### config.mk
export PLATFORM = sky130hd
export DESIGN_NAME = stage_memory_lsu
export DESIGN_NICKNAME = d
export VERILOG_FILES = /design/src/rtl/riscv_pkg.sv /design/src/rtl/lsu_align.sv /design/src/rtl/stage_memory_lsu.sv
export SDC_FILE = /design/constraint.sdc
export NUM_CORES = 1
export LEC_CHECK = 0
export ABC_AREA = 1
export ABC_CLOCK_PERIOD_IN_PS = 11500
export BUFFER_PORTS_ARGS = -buffer_cell sky130_fd_sc_hd__buf_2
export CAP_MARGIN = 40
export CORE_UTILIZATION = 55
export DETAILED_ROUTE_END_ITERATION = 8
export PLACE_DENSITY = 0.86
export SLEW_MARGIN = 20
export SYNTH_ARGS = -nofsm -noshare
export SYNTH_HDL_FRONTEND = slang
export SYNTH_HIERARCHICAL = 1
export SYNTH_SLANG_ARGS = --single-unit
### constraint.sdc
create_clock -name i_Clock -period 11.5 [get_ports i_Clock]
set_clock_uncertainty 0.1 [all_clocks]
set_input_delay 1.725 -clock i_Clock [delete_from_list [all_inputs] [get_ports i_Clock]]
set_output_delay 1.725 -clock i_Clock [all_outputs]
set_load 0.03 [all_outputs]
### src/rtl/riscv_pkg.sv
// Shared load/store encodings, LSU state type and the funct3 size decoder.
package riscv_pkg;

    localparam logic [2:0] F3_B  = 3'b000;
    localparam logic [2:0] F3_H  = 3'b001;
    localparam logic [2:0] F3_W  = 3'b010;
    localparam logic [2:0] F3_D  = 3'b011;
    localparam logic [2:0] F3_BU = 3'b100;
    localparam logic [2:0] F3_HU = 3'b101;
    localparam logic [2:0] F3_WU = 3'b110;

    typedef enum logic {IDLE, WAIT} lsu_state_e;

    typedef struct packed {
        logic       legal;
        logic       isUnsigned;
        logic [1:0] sizeLog2;
    } size_dec_t;

    // Doubleword and unsigned-word encodings exist only on RV64.
    function automatic size_dec_t decodeSize(input logic [2:0] funct3,
                                             input logic       isStore,
                                             input logic       isRv64);
        size_dec_t d;
        d.sizeLog2   = funct3[1:0];
        d.isUnsigned = funct3[2];
        if (isStore)
            d.legal = (funct3 == F3_B) || (funct3 == F3_H) || (funct3 == F3_W) ||
                      (isRv64 && funct3 == F3_D);
        else
            d.legal = (funct3 == F3_B) || (funct3 == F3_H) || (funct3 == F3_W) ||
                      (funct3 == F3_BU) || (funct3 == F3_HU) ||
                      (isRv64 && (funct3 == F3_D || funct3 == F3_WU));
        return d;
    endfunction

endpackage

### src/rtl/lsu_align.sv
// Combinational lane logic: byte enables, replicated store data, load extract/extend, fault flag.
module lsu_align
    import riscv_pkg::*;
#(
    parameter  int XLEN  = 32,
    localparam int NB    = XLEN / 8,
    localparam int OFF_W = $clog2(NB)
) (
    input  logic [2:0]       funct3,
    input  logic             isStore,
    input  logic [OFF_W-1:0] addrLow,
    input  logic [XLEN-1:0]  storeData,
    input  logic [XLEN-1:0]  loadWord,
    output logic [NB-1:0]    byteEn,
    output logic [XLEN-1:0]  wdata,
    output logic [XLEN-1:0]  loadData,
    output logic             fault
);

    size_dec_t       dec;
    logic [3:0]      sizeM1;
    logic [NB-1:0]   laneMask;
    logic [XLEN-1:0] shifted;
    logic            signBit;

    always_comb begin
        dec      = decodeSize(funct3, isStore, XLEN == 64);
        sizeM1   = (4'd1 << dec.sizeLog2) - 4'd1;
        fault    = !dec.legal || ((addrLow & OFF_W'(sizeM1)) != '0);

        laneMask = '0;
        for (int i = 0; i < NB; i++)
            if (i <= int'(sizeM1)) laneMask[i] = 1'b1;
        byteEn = (isStore && !fault) ? (laneMask << addrLow) : '0;

        // Each lane carries the store byte it would hold at any aligned offset.
        wdata = '0;
        for (int i = 0; i < NB; i++) begin
            unique case (dec.sizeLog2)
                2'd0:    wdata[8*i +: 8] = storeData[7:0];
                2'd1:    wdata[8*i +: 8] = storeData[8*(i%2) +: 8];
                2'd2:    wdata[8*i +: 8] = storeData[8*(i%4) +: 8];
                default: wdata[8*i +: 8] = storeData[8*(i%8) +: 8];
            endcase
        end

        shifted = loadWord >> {addrLow, 3'b000};
        unique case (dec.sizeLog2)
            2'd0:    signBit = shifted[7];
            2'd1:    signBit = shifted[15];
            2'd2:    signBit = shifted[31];
            default: signBit = shifted[XLEN-1];
        endcase
        signBit  = signBit && !dec.isUnsigned;
        loadData = shifted;
        for (int i = 0; i < XLEN; i++)
            if (i >= (8 << dec.sizeLog2)) loadData[i] = signBit;
    end

endmodule

### src/rtl/stage_memory_lsu.sv
// MEM pipeline stage: issues one load/store at a time on a req/ack port, else passes through.
module stage_memory_lsu
    import riscv_pkg::*;
#(
    parameter int XLEN      = 32,
    parameter int ADDR_W    = 32,
    parameter int REG_IDX_W = 5
) (
    input  logic                 i_Clock,
    input  logic                 i_Reset,
    input  logic                 i_Valid,
    output logic                 o_Ready,
    input  logic                 i_MemRead,
    input  logic                 i_MemWrite,
    input  logic [2:0]           i_Funct3,
    input  logic [XLEN-1:0]      i_AluOutput,
    input  logic [XLEN-1:0]      i_Reg2Value,
    input  logic                 i_RegWrite,
    input  logic [REG_IDX_W-1:0] i_Rd,
    output logic                 o_DmemReq,
    output logic                 o_DmemWe,
    output logic [ADDR_W-1:0]    o_DmemAddr,
    output logic [XLEN-1:0]      o_DmemWdata,
    output logic [XLEN/8-1:0]    o_DmemByteEn,
    input  logic                 i_DmemAck,
    input  logic [XLEN-1:0]      i_DmemRdata,
    output logic                 o_Valid,
    output logic                 o_RegWrite,
    output logic [REG_IDX_W-1:0] o_Rd,
    output logic [XLEN-1:0]      o_AluOutput,
    output logic [XLEN-1:0]      o_MemoryData,
    output logic                 o_MisalignedFault
);

    localparam int NB    = XLEN / 8;
    localparam int OFF_W = $clog2(NB);

    lsu_state_e state, stateNext;

    logic [2:0]           pendFunct3;
    logic [OFF_W-1:0]     pendAddrLow;
    logic                 pendLoad;
    logic                 pendRegWrite;
    logic [REG_IDX_W-1:0] pendRd;
    logic [XLEN-1:0]      pendAlu;

    logic             accept, isMem, ack, issue;
    logic [2:0]       alignFunct3;
    logic             alignStore;
    logic [OFF_W-1:0] alignAddrLow;
    logic [NB-1:0]    byteEn;
    logic [XLEN-1:0]  wdata, loadData;
    logic             fault;

    assign o_Ready = (state == IDLE);
    assign accept  = i_Valid && o_Ready;
    assign isMem   = i_MemRead || i_MemWrite;
    assign ack     = (state == WAIT) && o_DmemReq && i_DmemAck;
    assign issue   = accept && isMem && !fault;

    // One align unit serves both the issue decision (live inputs) and the load return (held op).
    assign alignFunct3  = o_Ready ? i_Funct3 : pendFunct3;
    assign alignStore   = o_Ready ? i_MemWrite : 1'b0;
    assign alignAddrLow = o_Ready ? i_AluOutput[OFF_W-1:0] : pendAddrLow;

    lsu_align #(.XLEN(XLEN)) u_align (
        .funct3    (alignFunct3),
        .isStore   (alignStore),
        .addrLow   (alignAddrLow),
        .storeData (i_Reg2Value),
        .loadWord  (i_DmemRdata),
        .byteEn    (byteEn),
        .wdata     (wdata),
        .loadData  (loadData),
        .fault     (fault)
    );

    always_ff @(posedge i_Clock or posedge i_Reset) begin
        if (i_Reset) state <= IDLE;
        else         state <= stateNext;
    end

    always_comb begin
        stateNext = state;
        unique case (state)
            IDLE: if (issue) stateNext = WAIT;
            WAIT: if (ack)   stateNext = IDLE;
            default: stateNext = IDLE;
        endcase
    end

    always_ff @(posedge i_Clock or posedge i_Reset) begin
        if (i_Reset) begin
            o_DmemReq         <= 1'b0;
            o_DmemWe          <= 1'b0;
            o_DmemAddr        <= '0;
            o_DmemWdata       <= '0;
            o_DmemByteEn      <= '0;
            pendFunct3        <= '0;
            pendAddrLow       <= '0;
            pendLoad          <= 1'b0;
            pendRegWrite      <= 1'b0;
            pendRd            <= '0;
            pendAlu           <= '0;
            o_Valid           <= 1'b0;
            o_RegWrite        <= 1'b0;
            o_Rd              <= '0;
            o_AluOutput       <= '0;
            o_MemoryData      <= '0;
            o_MisalignedFault <= 1'b0;
        end else begin
            o_Valid <= 1'b0;
            if (issue) begin
                o_DmemReq    <= 1'b1;
                o_DmemWe     <= i_MemWrite;
                o_DmemAddr   <= i_AluOutput[ADDR_W-1:0] & ~ADDR_W'(NB - 1);
                o_DmemWdata  <= wdata;
                o_DmemByteEn <= byteEn;
                pendFunct3   <= i_Funct3;
                pendAddrLow  <= i_AluOutput[OFF_W-1:0];
                pendLoad     <= !i_MemWrite;
                pendRegWrite <= i_RegWrite && !i_MemWrite;
                pendRd       <= i_Rd;
                pendAlu      <= i_AluOutput;
            end else if (accept) begin
                // Pass-through or faulting access: retire immediately without touching memory.
                o_Valid           <= 1'b1;
                o_RegWrite        <= i_RegWrite && !isMem;
                o_Rd              <= i_Rd;
                o_AluOutput       <= i_AluOutput;
                o_MemoryData      <= '0;
                o_MisalignedFault <= isMem;
            end else if (ack) begin
                o_DmemReq         <= 1'b0;
                o_Valid           <= 1'b1;
                o_RegWrite        <= pendRegWrite;
                o_Rd              <= pendRd;
                o_AluOutput       <= pendAlu;
                o_MemoryData      <= pendLoad ? loadData : '0;
                o_MisalignedFault <= 1'b0;
            end
        end
    end

endmodule
==> impl_metrics.py <==
metrics = {
    "floorplanning": {
        "core_sq_um": 13900,
        "ioPinCount": 254,
        "initial_core_util_pct": 56.5,
        "die_w_um": 122,
        "die-height_um": 122,
        "core.rowCount": 43,
        "fp.dieArea_sq_um": 14800,
    },
    "power": {
        "powerDensity_nw_per_um2": 323,
        "p_total_mw": 3.14,
        "switching_power_mw": 1.57,
        "seq_power_share_pct": 29.6,
        "switching_share_pct": 50.1,
        "p_clk_share_pct": 17.2,
        "power_leakage_nw": 5.91,
        "power.internal_mw": 1.57,
        "power.share.combinational_pct": 53.2,
        "ir_worst_vdd_uv": 170,
    },
    "placed_design": {
        "io_buffers": 251,
        "pre_cts_slack_ps": 5630,
        "dp_hpwl_mm": 14.6,
        "place_congestion": 0.917,
    },
    "layout": {
        "nets": 1447,
        "utilization_pct": 69.7,
        "area_delta_synth_final_pct": 23.4,
        "drive_above_1_share_pct": 23.1,
    },
    "grt": {
        "antenna_found_initial": 1,
        "grt_pass1_vias": 7181,
        "grt-ovfl-total": 0,
        "grt_pass1_wl_mm": 35.7,
        "use_met3_pct": 7.54,
        "grt_util_met1_pct": 42.3,
        "grt_max_degree": 93,
        "grt_usage_pct": 31.2,
        "grt_use_met2_pct": 47.8,
        "busiest_layer": "met2",
    },
    "logic_synthesis": {
        "synth_cell_types": 22,
        "yosysWarnings": 6,
        "synthSimpleGateAreaFrac_pct": 40.8,
        "synth_area_sq_um": 7870,
        "synth_top_family_by_area": "simple AND/OR/NAND/NOR gates",
        "avgSynthCellArea_sq_um": 6.95,
        "netlist_instances": 1133,
        "synth-xor-area-share_pct": 0,
        "seq_area_frac_synth_pct": 48.6,
        "ys_ff_latch": 153,
        "synth_compound_area_share_pct": 3.62,
        "muxShareOfSynthArea_pct": 0,
        "synthAdderAreaFrac_pct": 0,
    },
    "route": {
        "first_pass_iters": 6,
        "wirelength_mm": 22.5,
        "post-route-drc-count": 0,
        "ant_nets": 0,
        "vias_per_cell": 5.28,
        "post_drt_wl_per_cell_um": 14.7,
        "vias": 8063,
        "drt_iter0_drc": 759,
    },
    "worst_setup_path": {
        "cp-start-kind": "input pin",
        "criticalPathCategory": "input pin to flop",
        "path_cells": "buf_2 -> inv_1 -> o21ai_2 -> buf_4 -> nor2_1 -> inv_2 -> nand2_1 -> o211ai_1 -> inv_1 -> nand2_4 -> buf_4 -> inv_2 -> buf_4 -> nand2_1 -> nand2_1",
        "critPathMaxFanout": 82,
        "slowest_stage": "nor2_1",
        "worstPathArrival_ps": 5740,
        "crit_required_ps": 11750,
        "r2r_slack_ps": 6570,
        "max_stage_delay_ps": 610,
        "end_kind": "flop",
    },
    "timing": {
        "hold_viol": 0,
        "fin_crit_sh_pct": 47.7,
        "maxClockFrequency_mhz": 182,
        "timing.setup.tns_ps": 0,
        "tightest_slew_ps": 816,
        "final-setup-viol-count": 0,
        "grt_setup_unrepaired": "no",
        "slew_headroom_pct": 45.6,
        "setup_ws_ps": 6020,
        "drv_slew": 0,
        "fin_crit_ps": 5480,
    },
    "clocking": {
        "clockBufferDepth": 2,
        "htree_levels": 4,
        "cts.sink_count": 153,
        "postCtsHoldBufs": 0,
        "post-cts-setup-buffers": 0,
        "post_cts_resized": 0,
        "cts.clk_slew.worst_paths_ps": 60,
        "clk_latency_ps": 420,
        "cts_root_buf": "clkbuf_16",
        "cts_tree": "built",
        "cts_made_buffers": 17,
    },
    "min_path": {
        "hold_class": "flop to flop",
    },
    "run": {
        "maxCapViolations": 0,
    },
    "outcome": {
        "outcome": "complete, no violations",
    },
}
registers in the layout, indices dropped and copies added (netlist names), 3 cells and up:
register and cells:
o_DmemWdata 32, o_DmemByteEn 4, pendAlu 31, o_AluOutput 32, pendRd 5, o_MemoryData 32, pendFunct3 3, o_Rd 5
cell usage after synthesis:
cell       count  area (sq um)
a21oi_1        8          40.0
dfrtp_1      153          3830
a22oi_1        7          52.6
nand2_1      665          2500
o211ai_1       8          60.1
nand3_2        3          30.0
inv_2          5          18.8
o2111ai_1      1          8.76
o21ai_0       23           115
nor2_1        48           180
buf_1          3          11.3
buf_4         12          90.1
buf_6          1          11.3
nor2_2         3          18.8
nand2_2        2          12.5
o21ai_2        1          8.76
buf_2         44           220
conb_1         1          3.75
and2_1         1          6.26
nand3_1       94           470
clkbuf_1      21          78.8
inv_1         29           109
final timing paths:
check                                               end                         start  cells after the start
setup / recovery             o_DmemWdata[3]$_DFFE_PP0P_                   i_Funct3[1]                     15
hold / removal             o_MemoryData[24]$_DFFE_PP0P_  o_MemoryData[24]$_DFFE_PP0P_                      2
setup reg to reg             o_DmemWdata[3]$_DFFE_PP0P_               state$_DFF_PP0_                     13
hold reg to reg            o_MemoryData[24]$_DFFE_PP0P_  o_MemoryData[24]$_DFFE_PP0P_                      2
max in group asynchronous        pendAlu[8]$_DFFE_PP0P_                       i_Reset                      5
min in group asynchronous       pendAlu[26]$_DFFE_PP0P_                       i_Reset                      2
stage by stage:
step,hold WS (ps),area [sq um],cells
floorplan,349,7880,1134
global placement,350,9050,1493
detailed placement,354,9070,1494
CTS,369,9630,1523
global route,385,9710,1527
finish,366,9710,1527
final cells by class:
class / count / area (sq um)
Tap cell: 180 / 225
Clock inverter: 9 / 101
Antenna cell: 1 / 2.50
Inverter: 34 / 133
Clock buffer: 20 / 457
Sequential cell: 153 / 3830
Fill cell: 1172 / 4220
Multi-Input combinational cell: 866 / 3540
Timing Repair Buffer: 264 / 1430
cells by family (layout without fill, tap and decap cells):
kind of cell | after synthesis | after routing
and+or+nand+nor | 816 | 816
AOI/OAI and AO/OA | 48 | 48
DFF | 153 | 153
other | 1 | 3
buffers and inverters | 115 | 327
critical path, delay by kind of cell:
kind | cells | cell delay, ps
AOI/OAI and AO/OA | 2 | 160
buffers and inverters | 8 | 2310
and+or+nand+nor | 5 | 1390
cells in the final DEF, fill, tap and decap left out:
| cell | netlist | routed |
|---|---|---|
| a22oi_1 | 7 | 7 |
| buf_16 | 0 | 3 |
| inv_6 | 0 | 1 |
| nand2_2 | 2 | 2 |
| nand3_2 | 3 | 3 |
| clkbuf_16 | 0 | 17 |
| nor2_2 | 3 | 3 |
| clkinvlp_4 | 0 | 1 |
| o21ai_2 | 1 | 2 |
| diode_2 | 0 | 1 |
| bufinv_16 | 0 | 2 |
| clkinv_2 | 0 | 5 |
| inv_1 | 29 | 28 |
| nor2_4 | 0 | 1 |
| and2_1 | 1 | 1 |
| conb_1 | 1 | 2 |
| o2111ai_1 | 1 | 1 |
| buf_2 | 44 | 251 |
| o21ai_4 | 0 | 1 |
| nand3_1 | 94 | 94 |
| clkinv_4 | 0 | 1 |
| buf_4 | 12 | 9 |
| o21ai_1 | 0 | 1 |
| clkbuf_1 | 21 | 1 |
| clkbuf_8 | 0 | 2 |
| a21oi_1 | 8 | 8 |
| dfrtp_1 | 153 | 153 |
| buf_12 | 0 | 1 |
| o211ai_1 | 8 | 8 |
| nand2_1 | 665 | 664 |
| nand2_4 | 0 | 1 |
| inv_2 | 5 | 5 |
| o21ai_0 | 23 | 20 |
| nor2_1 | 48 | 47 |
power groups by stage:
stage,sequential (mW),combinational [mW],clock (mW)
floorplan,1.31,0.820,0
global placement,0.932,1.59,0
detailed placement,0.927,1.65,0
CTS,0.925,1.65,0.547
global route,0.955,1.83,0.568
finish,0.928,1.67,0.540
layer usage:
layer	share of wire, %	vias to the layer above
met5	0	-
li1	-	3887
met1	42	3702
met4	3.1	0
met2	47	416
met3	8.1	58
Note: power is estimated with default switching activity, not from simulation.
